`src/rtl/pipe_stat_pkg.sv`:
```
// Shared constants for the pipeline statistics monitor: selector codes,
// FSM state encoding and default counter width.
package pipe_stat_pkg;

  localparam int unsigned DEF_CNT_W = 32;
  localparam int unsigned ZRUN_W    = 8;
  localparam int unsigned SEL_W     = 2;

  localparam logic [SEL_W-1:0] SEL_CYCLE  = 2'd0;
  localparam logic [SEL_W-1:0] SEL_STALL  = 2'd1;
  localparam logic [SEL_W-1:0] SEL_FLUSH  = 2'd2;
  localparam logic [SEL_W-1:0] SEL_RETIRE = 2'd3;

  typedef enum logic {
    ST_RUN    = 1'b0,
    ST_HALTED = 1'b1
  } state_e;

endpackage

```
`src/rtl/pipe_stat_monitor_sat_counter.sv`:
```
// Saturating up-counter: increments on en_i, holds at all-ones.
// Ports: clk_i clock, start_i async active-low clear, en_i count enable,
//        q_o current count.
module sat_counter #(
  parameter int unsigned W = 32
) (
  input  logic         clk_i,
  input  logic         start_i,
  input  logic         en_i,
  output logic [W-1:0] q_o
);

  logic [W-1:0] cnt_q;
  logic [W-1:0] cnt_d;

  // Next count: step unless disabled or already saturated.
  always_comb begin
    cnt_d = cnt_q;
    if (en_i && (cnt_q != '1)) begin
      cnt_d = cnt_q + W'(1);
    end
  end

  always_ff @(posedge clk_i or negedge start_i) begin
    if (!start_i) begin
      cnt_q <= '0;
    end else begin
      cnt_q <= cnt_d;
    end
  end

  assign q_o = cnt_q;

endmodule

```
`src/rtl/pipe_stat_monitor.sv`:
```
// Pipeline statistics monitor: saturating cycle/stall/flush/retire counters,
// end-of-program detection via a run of zero-instruction retirements, and a
// snapshot/acknowledge readout of the counters.
// Ports: clk_i clock; start_i async active-low clear; stall_i/flush_i/branch_i
//        hazard inputs; retire_valid_i/retire_instr_i write-back stage;
//        snap_req_i/snap_ack_i/snap_sel_i snapshot control;
//        snap_valid_o unread snapshot present; snap_data_o selected shadow
//        (combinational on snap_sel_i); done_o program ended, counters frozen.
module pipe_stat_monitor
  import pipe_stat_pkg::*;
#(
  parameter int unsigned CNT_W       = DEF_CNT_W,
  parameter int unsigned HALT_CYCLES = 4
) (
  input  logic             clk_i,
  input  logic             start_i,
  input  logic             stall_i,
  input  logic             flush_i,
  input  logic             branch_i,
  input  logic             retire_valid_i,
  input  logic [31:0]      retire_instr_i,
  input  logic             snap_req_i,
  input  logic             snap_ack_i,
  input  logic [SEL_W-1:0] snap_sel_i,
  output logic             snap_valid_o,
  output logic [CNT_W-1:0] snap_data_o,
  output logic             done_o
);

  localparam logic [ZRUN_W:0] HALT_THR = (ZRUN_W+1)'(HALT_CYCLES);

  state_e state_q;
  state_e state_d;

  logic cnt_en_c;
  logic done_c;

  logic stall_inc_c;
  logic retire_inc_c;
  logic zero_ret_c;
  logic halt_hit_c;

  logic [ZRUN_W-1:0] zrun_q;
  logic [ZRUN_W-1:0] zrun_d;
  logic [ZRUN_W:0]   zrun_nxt_c;

  logic [CNT_W-1:0] cyc_cnt;
  logic [CNT_W-1:0] stall_cnt;
  logic [CNT_W-1:0] flush_cnt;
  logic [CNT_W-1:0] retire_cnt;

  logic             snap_valid_q;
  logic             snap_valid_d;
  logic [CNT_W-1:0] shd_cyc_q;
  logic [CNT_W-1:0] shd_cyc_d;
  logic [CNT_W-1:0] shd_stall_q;
  logic [CNT_W-1:0] shd_stall_d;
  logic [CNT_W-1:0] shd_flush_q;
  logic [CNT_W-1:0] shd_flush_d;
  logic [CNT_W-1:0] shd_retire_q;
  logic [CNT_W-1:0] shd_retire_d;

  // Event decode; a stall coinciding with a branch is not a hazard stall.
  always_comb begin
    stall_inc_c  = stall_i && !branch_i;
    retire_inc_c = retire_valid_i && (retire_instr_i != 32'd0);
    zero_ret_c   = retire_valid_i && (retire_instr_i == 32'd0);
    zrun_nxt_c   = {1'b0, zrun_q} + (ZRUN_W+1)'(1);
    halt_hit_c   = zero_ret_c && (zrun_nxt_c == HALT_THR);
  end

  // FSM state register.
  always_ff @(posedge clk_i or negedge start_i) begin
    if (!start_i) begin
      state_q <= ST_RUN;
    end else begin
      state_q <= state_d;
    end
  end

  // FSM next state: HALTED is terminal until reset.
  always_comb begin
    state_d = state_q;
    case (state_q)
      ST_RUN:    if (halt_hit_c) state_d = ST_HALTED;
      ST_HALTED: state_d = ST_HALTED;
      default:   state_d = ST_RUN;
    endcase
  end

  // FSM outputs: counting only while running.
  always_comb begin
    cnt_en_c = 1'b0;
    done_c   = 1'b0;
    case (state_q)
      ST_RUN:    cnt_en_c = 1'b1;
      ST_HALTED: done_c   = 1'b1;
      default:   cnt_en_c = 1'b0;
    endcase
  end

  sat_counter #(.W(CNT_W)) u_cyc_cnt (
    .clk_i   (clk_i),
    .start_i (start_i),
    .en_i    (cnt_en_c),
    .q_o     (cyc_cnt)
  );

  sat_counter #(.W(CNT_W)) u_stall_cnt (
    .clk_i   (clk_i),
    .start_i (start_i),
    .en_i    (cnt_en_c && stall_inc_c),
    .q_o     (stall_cnt)
  );

  sat_counter #(.W(CNT_W)) u_flush_cnt (
    .clk_i   (clk_i),
    .start_i (start_i),
    .en_i    (cnt_en_c && flush_i),
    .q_o     (flush_cnt)
  );

  sat_counter #(.W(CNT_W)) u_retire_cnt (
    .clk_i   (clk_i),
    .start_i (start_i),
    .en_i    (cnt_en_c && retire_inc_c),
    .q_o     (retire_cnt)
  );

  // Zero-run tracking; bubbles leave the run untouched.
  always_comb begin
    zrun_d = zrun_q;
    if (cnt_en_c) begin
      if (zero_ret_c) begin
        if (zrun_q != '1) zrun_d = zrun_nxt_c[ZRUN_W-1:0];
      end else if (retire_valid_i) begin
        zrun_d = '0;
      end
    end
  end

  // Snapshot handshake: capture pre-increment values when empty; ack releases
  // and, being only honoured while valid, always beats a same-edge request.
  always_comb begin
    snap_valid_d = snap_valid_q;
    shd_cyc_d    = shd_cyc_q;
    shd_stall_d  = shd_stall_q;
    shd_flush_d  = shd_flush_q;
    shd_retire_d = shd_retire_q;
    if (snap_valid_q) begin
      if (snap_ack_i) snap_valid_d = 1'b0;
    end else if (snap_req_i) begin
      snap_valid_d = 1'b1;
      shd_cyc_d    = cyc_cnt;
      shd_stall_d  = stall_cnt;
      shd_flush_d  = flush_cnt;
      shd_retire_d = retire_cnt;
    end
  end

  always_ff @(posedge clk_i or negedge start_i) begin
    if (!start_i) begin
      zrun_q       <= '0;
      snap_valid_q <= 1'b0;
      shd_cyc_q    <= '0;
      shd_stall_q  <= '0;
      shd_flush_q  <= '0;
      shd_retire_q <= '0;
    end else begin
      zrun_q       <= zrun_d;
      snap_valid_q <= snap_valid_d;
      shd_cyc_q    <= shd_cyc_d;
      shd_stall_q  <= shd_stall_d;
      shd_flush_q  <= shd_flush_d;
      shd_retire_q <= shd_retire_d;
    end
  end

  // Readout mux, unregistered so the selector can be swept within a cycle.
  always_comb begin
    snap_data_o = shd_cyc_q;
    case (snap_sel_i)
      SEL_CYCLE:  snap_data_o = shd_cyc_q;
      SEL_STALL:  snap_data_o = shd_stall_q;
      SEL_FLUSH:  snap_data_o = shd_flush_q;
      SEL_RETIRE: snap_data_o = shd_retire_q;
      default:    snap_data_o = shd_cyc_q;
    endcase
  end

  assign snap_valid_o = snap_valid_q;
  assign done_o       = done_c;

endmodule
```
`config.mk`:
```
export PLATFORM = sky130hd
export DESIGN_NAME = pipe_stat_monitor
export DESIGN_NICKNAME = d
export VERILOG_FILES = /design/src/rtl/pipe_stat_pkg.sv /design/src/rtl/pipe_stat_monitor_sat_counter.sv /design/src/rtl/pipe_stat_monitor.sv
export SDC_FILE = /design/constraint.sdc
export NUM_CORES = 1
export LEC_CHECK = 0
export ABC_AREA = 1
export BUFFER_PORTS_ARGS = -buffer_cell sky130_fd_sc_hd__buf_2
export CAP_MARGIN = 5
export CORE_UTILIZATION = 40
export DETAILED_ROUTE_END_ITERATION = 12
export GPL_TIMING_DRIVEN = 0
export PLACE_DENSITY = 0.59
export SKIP_LAST_GASP = 1
export SLEW_MARGIN = 25
export SYNTH_ARGS = -nofsm -noshare
export SYNTH_HDL_FRONTEND = slang
export SYNTH_SLANG_ARGS = --single-unit
```
`constraint.sdc`:
```
create_clock -name clk_i -period 2.6 [get_ports clk_i]
set_input_delay 0.65 -clock clk_i [delete_from_list [all_inputs] [get_ports clk_i]]
set_output_delay 0.65 -clock clk_i [all_outputs]
set_load 0.005 [all_outputs]
```
==> impl_metrics.env, run 1 <==
export IMPL_status="finished with violations"
export IMPL_violations="design-rule violations"
export IMPL_cts_num_sinks=266
export IMPL_insertion_delay_ns=0.58
export IMPL_layout_min_cycle_time_ns=2.53
export IMPL_worstSetupPathType="input pin to output port"
export IMPL_hp_class="input pin to register"
export IMPL_seqPwrFrac_pct=45.2
export IMPL_synth_area_mm2=0.0146
export IMPL_drive_gt1_share_pct=12.3
export IMPL_synth_nets=2043
export IMPL_slowest_delay_ns=0.31
export IMPL_hold_viol_final=0
export IMPL_vdd_drop_max_uv=520
export IMPL_reg2reg_from="state_q"
export IMPL_diodes=0
export IMPL_avgSynthCellArea_um2=7.33
export IMPL_io_pins=76
export IMPL_comb_power_share_pct=5.6
export IMPL_drtIter0Drc=1114
export IMPL_htreeDepth=1
export IMPL_yosys_warnings=0
export IMPL_area_growth_pct=14.8
export IMPL_syn_inst=1996
export IMPL_path_clk_slew_ns=0.06
export IMPL_clock_power_share_pct=49.3
export IMPL_setup_viol=0
export IMPL_avgRoutedWirePerCell_um=17.5
export IMPL_ant_nets=0
export IMPL_swShare_pct=22.9
export IMPL_ys_seq_area_share_pct=45.5
export IMPL_power_density_mw_per_mm2=566
export IMPL_max_slew_margin_rel_pct=49.9
export IMPL_fin_worst_skew_ns=0.0145
export IMPL_async_flop_share_pct=100
export IMPL_ctsLongestPathBuffers=3
export IMPL_fin_crit_sh_pct=97.3
export IMPL_synth_cell_type_count=35
export IMPL_io_buffers=75
export IMPL_crit_path_max_fanout=10
export IMPL_fin_setup_tns_ns=0
export IMPL_cap_viol_max_count=0
export IMPL_grt_max_degree=85
export IMPL_drt_wl_total_mm=45.4
export IMPL_dieArea_mm2=0.0374
export IMPL_initial_utilization_pct=40.9
export IMPL_synth_top_area_cell="dfrtp_1"
export IMPL_post_cts_buffers=0
export IMPL_hold_path_startpoint="snap_ack_i"
export IMPL_yosysTopAreaCellShare_pct=45.5
export IMPL_slew_violations=0
export IMPL_worstMarginPinSlew_ns=0.752
export IMPL_die_y_um=193
export IMPL_leakagePower_uw=0.00790
export IMPL_drc_errors=4
export IMPL_synth_main_ff_cell="dfrtp_1"
export IMPL_rows=69
export IMPL_synthTopCellsByArea="dfrtp_1 45%, nand2_1 21%, nor2_1 5.7%"
export IMPL_cts_tree="done"
export IMPL_vias_per_cell=5.08
export IMPL_cts_inserted_buffers=30
export IMPL_ctsRootBufferMaster="clkbuf_16"
export IMPL_slowest_stage="clkbuf_2"
export IMPL_rsz0062_at_grt="no"
export IMPL_synth_edf_count=0
export IMPL_grt_overflow_total=0
export IMPL_place_ws_ns=-0.205
export IMPL_path_cells="buf_2, inv_1, nor2_2, clkbuf_2, nand2_1, nand4_1, buf_2"
export IMPL_synth_seq_cells=266
export IMPL_dpl_hpwl_mm=35.6
export IMPL_grt_pass1_wl_mm=71.7
export IMPL_grt_usage_pct=24.7
export IMPL_grt_pass1_vias=12600
export IMPL_arrival_ns=1.88
export IMPL_startpoint="snap_sel_i[0]"
export IMPL_intPower_uw=7330
export IMPL_timing_hold_ws_ns=0.275
export IMPL_end_kind="output port"
export IMPL_path_common_cell="buf_2"
export IMPL_max_freq_ghz=0.395
export IMPL_antenna_found_initial=0
export IMPL_switchingPower_uw=2180
export IMPL_setup_ws_ns=0.0703
export IMPL_drtPass1Iterations=9
export IMPL_worst_ep_required_time_ns=1.95
export IMPL_die_w_um=193
export IMPL_core_region_area_mm2=0.0358
export IMPL_critPathLaunchType="input pin"
export IMPL_final_nets=2154
export IMPL_num_vias=13200
export IMPL_gp_congestion=0.950
[worst max-delay path, delay by kind of cell]
kind                   cells  cell delay [ns]
buffers and inverters      4             0.70
AND/OR/NAND/NOR            3             0.53
[power groups by stage]
stage | clock network [µW] | registers [µW] | logic, µW
after floorplan | 0 | 4350 | 239
after global placement | 0 | 4370 | 503
after detailed placement | 0 | 4370 | 528
after CTS | 4790 | 4290 | 531
after global routing | 4930 | 4300 | 592
final | 4690 | 4300 | 530
[repair_timing]
action                                 CTS  global route
setup endpoints to repair               24            30
hold buffers                             1             0
resized for setup                        7            15
endpoints found under the hold margin   36             0
[final timing paths]
check                                        to  slack (ns)  depth (start not counted)
hold / removal                     snap_valid_o        0.28                          2
setup / recovery                snap_data_o[18]        0.07                          7
max in group asynchronous     u_cyc_cnt.q_o[22]        0.96                          4
hold reg to reg                shd_retire_q[26]        0.48                          2
setup reg to reg           u_retire_cnt.q_o[23]        0.38                          7
min in group asynchronous   u_stall_cnt.q_o[28]        0.54                          2
[final cells by class]
| class | instances | area [µm²] |
|---|---|---|
| plain buffers | 62 | 335 |
| clock buffers | 45 | 888 |
| clock inverters | 10 | 203 |
| fillers | 3597 | 19000 |
| inverters | 146 | 556 |
| multi-input cells | 1522 | 7120 |
| flip-flops and latches | 266 | 6660 |
| well taps | 461 | 577 |
| repair buffers | 79 | 478 |
[per-stage QoR]
step	cell area, µm²	power, µW	utilization [%]	std cells
global placement	15600	4870	43.5	2532
CTS	16800	9610	46.9	2591
finish	16800	9520	46.9	2591
detailed placement	15700	4890	43.8	2535
floorplan	14600	4590	-	1996
global route	16800	9830	46.9	2591
[layer usage]
layer  GRT usage, %  vias up  wire, µm
li1               -     6535         -
met1           34.2     6184     20700
met2           39.3      374     20500
met3           4.60       71      2900
met4           6.90        2      1320
met5           1.66        -        80
[cells in the final DEF, fill, tap and decap left out, types with 2 or more instances in the layout]
| cell | count |
|---|---|
| nor2_1 | 220 |
| o21ai_1 | 10 |
| clkbuf_8 | 6 |
| a21oi_1 | 2 |
| clkbuf_1 | 28 |
| clkbuf_16 | 31 |
| nand3_1 | 108 |
| nor3_1 | 5 |
| nand2_2 | 15 |
| buf_4 | 6 |
| xnor2_1 | 7 |
| nand2_4 | 2 |
| clkinv_2 | 3 |
| nand3_4 | 2 |
| xor2_1 | 59 |
| o21ai_2 | 27 |
| o21ai_0 | 118 |
| nor3b_1 | 2 |
| nand2_1 | 833 |
| buf_6 | 7 |
| dfrtp_1 | 266 |
| nand4_1 | 51 |
| bufinv_16 | 6 |
| and2_1 | 2 |
| buf_16 | 3 |
| buf_2 | 83 |
| nor2_4 | 4 |
| ha_1 | 5 |
| buf_1 | 9 |
| clkbuf_2 | 10 |
| inv_1 | 142 |
| nor2_2 | 10 |
| inv_2 | 2 |
| mux2_2 | 35 |
[sequential cells by signal, summed over array words and instances (netlist names)]
signal / flops
zrun_q: 8
u_cyc_cnt.q_o: 32
state_q: 1
shd_cyc_q: 32
u_retire_cnt.q_o: 32
u_flush_cnt.q_o: 32
shd_retire_q: 32
u_stall_cnt.q_o: 32
shd_flush_q: 32
snap_valid_o: 1
shd_stall_q: 32
[cells by family after synthesis]
logic type                 share of synthesized area (%)
DFF                                                 45.5
adders and majority gates                          0.427
AOI/OAI and AO/OA                                   6.06
buffers and inverters                               5.97
muxes                                               2.69
xor gates and xnor gates                            3.95
and+or+nand+nor                                     35.4
[cell usage after synthesis, types with 15 or more instances]
| library cell | count |
|---|---|
| o21ai_0 | 118 |
| mux2_2 | 35 |
| xor2_1 | 59 |
| dfrtp_1 | 266 |
| nand2_1 | 833 |
| nand4_1 | 51 |
| nor2_1 | 222 |
| clkbuf_1 | 32 |
| nand2_2 | 15 |
| nand3_1 | 108 |
| inv_1 | 142 |
| o21ai_2 | 27 |
Power figures use the tool's default switching activity.
==> inputs of run 2 (changes only) <==
- CTS_CLUSTER_SIZE: not set -> 14
- HOLD_SLACK_MARGIN: not set -> 0.08
- RECOVER_POWER: not set -> 25
==> impl_metrics.env, run 2 (synthesis gave the netlist of run 1 again) <==
export IMPL_status="finished with violations"
export IMPL_violations="design-rule violations"
export IMPL_hold_path_startpoint="snap_ack_i"
export IMPL_crit_path_max_fanout=10
export IMPL_rows=69
export IMPL_power_density_mw_per_mm2=567
export IMPL_worstSetupPathType="input pin to output port"
export IMPL_fin_crit_sh_pct=97.3
export IMPL_ctsRootBufferMaster="clkbuf_16"
export IMPL_critPathLaunchType="input pin"
export IMPL_slew_violations=0
export IMPL_ctsLongestPathBuffers=3
export IMPL_vias_per_cell=5.08
export IMPL_hold_viol_final=0
export IMPL_setup_viol=0
export IMPL_grt_pass1_wl_mm=71.7
export IMPL_cts_tree="done"
export IMPL_htreeDepth=1
export IMPL_place_ws_ns=-0.205
export IMPL_rsz0062_at_grt="no"
export IMPL_vdd_drop_max_uv=520
export IMPL_max_slew_margin_rel_pct=33.4
export IMPL_dieArea_mm2=0.0374
export IMPL_drtIter0Drc=1114
export IMPL_r2r_end="u_retire_cnt.q_o[23]"
export IMPL_cts_num_sinks=266
export IMPL_drtPass1Iterations=10
export IMPL_hold_path_depth=2
export IMPL_power_total_uw=9510
export IMPL_final_common_cell="nand2_1"
export IMPL_cts_inserted_buffers=30
export IMPL_antenna_found_initial=0
export IMPL_io_buffers=75
export IMPL_fin_setup_tns_ns=0
export IMPL_reg2reg_from="state_q"
export IMPL_drive_gt1_share_pct=12.3
export IMPL_ant_nets=0
export IMPL_diodes=0
export IMPL_worstMarginPinSlew_ns=0.998
export IMPL_insertion_delay_ns=0.58
export IMPL_post_cts_buffers=0
export IMPL_worst_ep_required_time_ns=1.95
export IMPL_hp_class="input pin to register"
export IMPL_hold_end="snap_valid_o"
export IMPL_end_kind="output port"
export IMPL_final_nets=2154
export IMPL_die_w_um=193
export IMPL_startpoint="snap_sel_i[0]"
export IMPL_area_growth_pct=14.6
export IMPL_r2r_slack_ns=0.37
export IMPL_core_region_area_mm2=0.0358
export IMPL_grt_pass1_vias=12600
export IMPL_path_clk_slew_ns=0.06
export IMPL_initial_utilization_pct=40.9
export IMPL_cap_viol_max_count=0
export IMPL_fin_worst_skew_ns=0.0147
export IMPL_leakagePower_uw=0.00789
export IMPL_dpl_hpwl_mm=35.6
export IMPL_grt_usage_pct=24.7
export IMPL_gp_congestion=0.950
export IMPL_grt_overflow_total=0
export IMPL_setup_ws_ns=0.0704
export IMPL_avgRoutedWirePerCell_um=17.5
export IMPL_grt_max_degree=85
export IMPL_io_pins=76
export IMPL_r2r_cells=7
export IMPL_drc_errors=4
export IMPL_arrival_ns=1.88
export IMPL_num_vias=13200
export IMPL_drt_wl_total_mm=45.4
export IMPL_layout_min_cycle_time_ns=2.53
export IMPL_mostFrequentLayoutCells="833 x nand2_1, 266 x dfrtp_1, 220 x nor2_1"
export IMPL_die_y_um=193
export IMPL_max_freq_ghz=0.395
export IMPL_n_fill_cell=3601
-- run 2: cell types whose count changed in the layout (fill, tap and decap cells not counted) --
cell | before | now
buf_16 | 3 | 2
buf_6 | 7 | 8
buf_8 | 1 | 0
clkbuf_2 | 10 | 11
-- run 2: critical path: stages --
cell and delay, ns:
buf_2 0.17, inv_1 0.07, nor2_2 0.17, clkbuf_2 0.31, nand2_1 0.16, nand4_1 0.20
buf_2 0.15
-- run 2: power by group --
part / internal [µW] / total, µW / switching, µW
logic: 155 / 525 / 370
clock network: 2940 / 4690 / 1750
registers: 4240 / 4300 / 60.3
-- run 2: what timing repair did --
item,CTS,global route
endpoints found under the setup margin,24,30
hold buffers,1,0
resized for setup,7,15
endpoints found under the hold margin,36,0
-- run 2: final cells by class --
class / instances / area, µm² / area share (%)
multi-input combinational: 1522 / 7120 / 42.4
sequential: 266 / 6660 / 39.7
clock buffer: 45 / 888 / 5.29
tap: 461 / 577 / 3.44
inverter: 146 / 556 / 3.31
timing repair buffer: 79 / 452 / 2.69
buffer: 62 / 335 / 2.00
clock inverter: 10 / 203 / 1.21
-- run 2: metrics by stage --
step / std cells / cell area, µm² / util, % / hold WS, ns
after floorplan: 1996 / 14600 / - / 0.354
after global placement: 2532 / 15600 / 43.5 / 0.467
after detailed placement: 2535 / 15700 / 43.8 / 0.474
after CTS: 2591 / 16800 / 46.9 / 0.262
after global routing: 2591 / 16800 / 46.8 / 0.294
final: 2591 / 16800 / 46.8 / 0.275
-- run 2: worst max-delay path by stage --
stage                     cells after the start  slack, ns               to
after global routing                          7       0.03  snap_data_o[18]
after global placement                        1      -4.27        zrun_q[7]
after CTS                                     7      0.003  snap_data_o[10]
after floorplan                               5       0.64   snap_data_o[0]
after detailed placement                      7      -0.20  snap_data_o[20]
final                                         7       0.07  snap_data_o[18]
-- run 2: metal layers --
metal  up-vias  global-route usage [%]  wire length [µm]
met2       369                    39.3             20500
met1      6187                    34.2             20600
li1       6534                       -                 -
met3        73                    4.60              2900
met5         -                    1.66                80
met4         2                    6.90              1340
==> inputs of run 3 (changes only) <==
- CELL_PAD_IN_SITES_DETAIL_PLACEMENT: not set -> 0
- CELL_PAD_IN_SITES_GLOBAL_PLACEMENT: not set -> 1
- PLACE_DENSITY: 0.59 -> 0.75
- clock period: 2.6 -> 2.9 ns (I/O delays scaled with it)
==> impl_metrics.env, run 3 (synthesis gave the netlist of run 1 again) <==
export IMPL_status="finished with violations"
export IMPL_violations="design-rule violations"
export IMPL_rsz0062_at_grt="no"
export IMPL_cap_viol_max_count=0
export IMPL_post_cts_buffers=0
export IMPL_path_clk_slew_ns=0.06
export IMPL_vias_per_cell=5.09
export IMPL_worstSetupPathType="input pin to output port"
export IMPL_layout_min_cycle_time_ns=2.84
export IMPL_crit_cells=7
export IMPL_fin_worst_skew_ns=0.0183
export IMPL_leakagePower_uw=0.00784
export IMPL_initial_utilization_pct=40.9
export IMPL_power_density_mw_per_mm2=499
export IMPL_grt_usage_pct=25.5
export IMPL_dieArea_mm2=0.0374
export IMPL_io_pins=76
export IMPL_clock_power_share_pct=48.0
export IMPL_core_region_area_mm2=0.0358
export IMPL_vdd_drop_max_uv=473
export IMPL_utilization_pct=46.7
export IMPL_drt_wl_total_mm=46.7
export IMPL_path_common_cell="buf_2"
export IMPL_final_cell_area_mm2=0.0167
export IMPL_drtPass1Iterations=9
export IMPL_rows=69
export IMPL_seqPwrFrac_pct=46.3
export IMPL_grt_overflow_total=0
export IMPL_num_vias=13200
export IMPL_grt_pass1_vias=12800
export IMPL_drtIter0Drc=956
export IMPL_max_freq_ghz=0.352
export IMPL_reg2reg_from="state_q"
export IMPL_mostFrequentLayoutCells="833 x nand2_1, 266 x dfrtp_1, 222 x nor2_1"
export IMPL_critPathBufInv=4
export IMPL_r2r_slack_ns=0.61
export IMPL_end_kind="output port"
export IMPL_r2r_cells=7
export IMPL_startpoint="snap_sel_i[1]"
export IMPL_wl_met3_mm=2.90
export IMPL_worstMarginPinSlew_ns=1.29
export IMPL_path_cells="buf_2, inv_1, nor2_1, clkbuf_1, nand2_1, nand4_1, buf_2"
export IMPL_drc_errors=5
export IMPL_die_w_um=193
export IMPL_grt_max_degree=80
export IMPL_ctsRootBufferMaster="clkbuf_16"
export IMPL_cts_num_sinks=266
export IMPL_r2r_end="u_retire_cnt.q_o[4]"
export IMPL_die_y_um=193
export IMPL_final_nets=2155
export IMPL_cts_inserted_buffers=31
export IMPL_swShare_pct=24.8
export IMPL_htreeDepth=1
export IMPL_wl_met1_mm=21.0
export IMPL_crit_path_max_fanout=10
export IMPL_ant_nets=0
export IMPL_slowest_stage="clkbuf_1"
export IMPL_setup_viol=0
export IMPL_final_cells=2592
export IMPL_switchingPower_uw=2070
export IMPL_slowest_delay_ns=0.42
export IMPL_diodes=0
export IMPL_area_growth_pct=14.2
export IMPL_maxUsedRoutingLayer="met4"
export IMPL_final_common_cell="nand2_1"
export IMPL_dpl_hpwl_mm=36.2
export IMPL_intPower_uw=6270
export IMPL_dp_cells=2535
export IMPL_crit_end="snap_data_o[17]"
export IMPL_placed_area_mm2=0.0157
export IMPL_drive_gt1_share_pct=12.1
export IMPL_worst_ep_required_time_ns=2.17
export IMPL_critPathLaunchType="input pin"
export IMPL_insertion_delay_ns=0.58
export IMPL_comb_power_share_pct=5.7
export IMPL_avgRoutedWirePerCell_um=18.0
export IMPL_hold_viol_final=0
export IMPL_hp_class="input pin to register"
export IMPL_path_delay_family="buffers and inverters"
export IMPL_arrival_ns=2.11
export IMPL_io_buffers=75
export IMPL_wl_met2_mm=21.1
export IMPL_grt_pass1_wl_mm=73.7
export IMPL_fin_crit_sh_pct=97.9
export IMPL_slew_violations=0
export IMPL_n_fill_cell=3653
export IMPL_fin_setup_tns_ns=0
export IMPL_regArea_mm2=0.00666
export IMPL_ctsLongestPathBuffers=3
export IMPL_antenna_found_initial=0
export IMPL_max_slew_margin_rel_pct=13.7
export IMPL_multiInputGateArea_mm2=0.00711
export IMPL_gp_congestion=0.877
export IMPL_cts_tree="done"
-- run 3: cell types whose count changed in the layout (fill, tap and decap cells not counted) --
cell / change
clkbuf_8: -2
clkbuf_2: -5
buf_6: -1
nor2_2: -2
clkinv_8: +1
buf_16: +1
clkinv_4: +2
clkinvlp_4: +2
buf_2: -1
nor2_1: +2
bufinv_16: -3
clkinv_2: +4
clkbuf_1: +4
clkbuf_4: -1
-- run 3: worst min-delay path by stage --
stage / cells past startpoint / end / from / slack, ns
2_1_floorplan: 0 / shd_cyc_q[0] / start_i / 0.43
3_3_place_gp: 2 / shd_cyc_q[19] / shd_cyc_q[19] / 0.47
3_5_place_dp: 2 / shd_cyc_q[19] / shd_cyc_q[19] / 0.47
4_1_cts: 2 / snap_valid_o / snap_ack_i / 0.31
5_1_grt: 2 / snap_valid_o / snap_ack_i / 0.33
6_report: 2 / snap_valid_o / snap_ack_i / 0.33
-- run 3: through the flow --
step | total power (µW) | setup WS, ns | hold WS, ns
2_1_floorplan | 4110 | 0.789 | 0.429
3_3_place_gp | 4380 | -4.12 | 0.468
3_5_place_dp | 4400 | -0.0761 | 0.474
4_1_cts | 8430 | 0.0366 | 0.306
5_1_grt | 8630 | 0.0180 | 0.326
6_report | 8340 | 0.0621 | 0.326
-- run 3: area by class of cell --
class / instances / area share [%]
Buffer: 62 / 1.94
Inverter: 146 / 3.32
Clock buffer: 40 / 5.08
Clock inverter: 16 / 1.08
Multi-Input combinational cell: 1522 / 42.5
Timing Repair Buffer: 79 / 2.80
Sequential cell: 266 / 39.8
Tap cell: 461 / 3.45
-- run 3: layer usage --
metal | GRT usage, % | vias up
met5 | 0 | -
met4 | 8.86 | 0
met3 | 4.92 | 69
met2 | 40.8 | 374
met1 | 34.4 | 6202
li1 | - | 6544
-- run 3: what timing repair did --
item	in CTS	in global routing
resized for setup	1	8
hold buffers	1	0
endpoints found under the hold margin	43	0
setup endpoints to repair	4	16
-- run 3: power by group through the flow --
stage                     sequential (µW)  clock, µW  combinational (µW)
after global placement               3930          0                 455
after floorplan                      3900          0                 214
after detailed placement             3920          0                 477
final                                3860       4000                 473
after global routing                 3860       4230                 532
after CTS                            3860       4090                 479
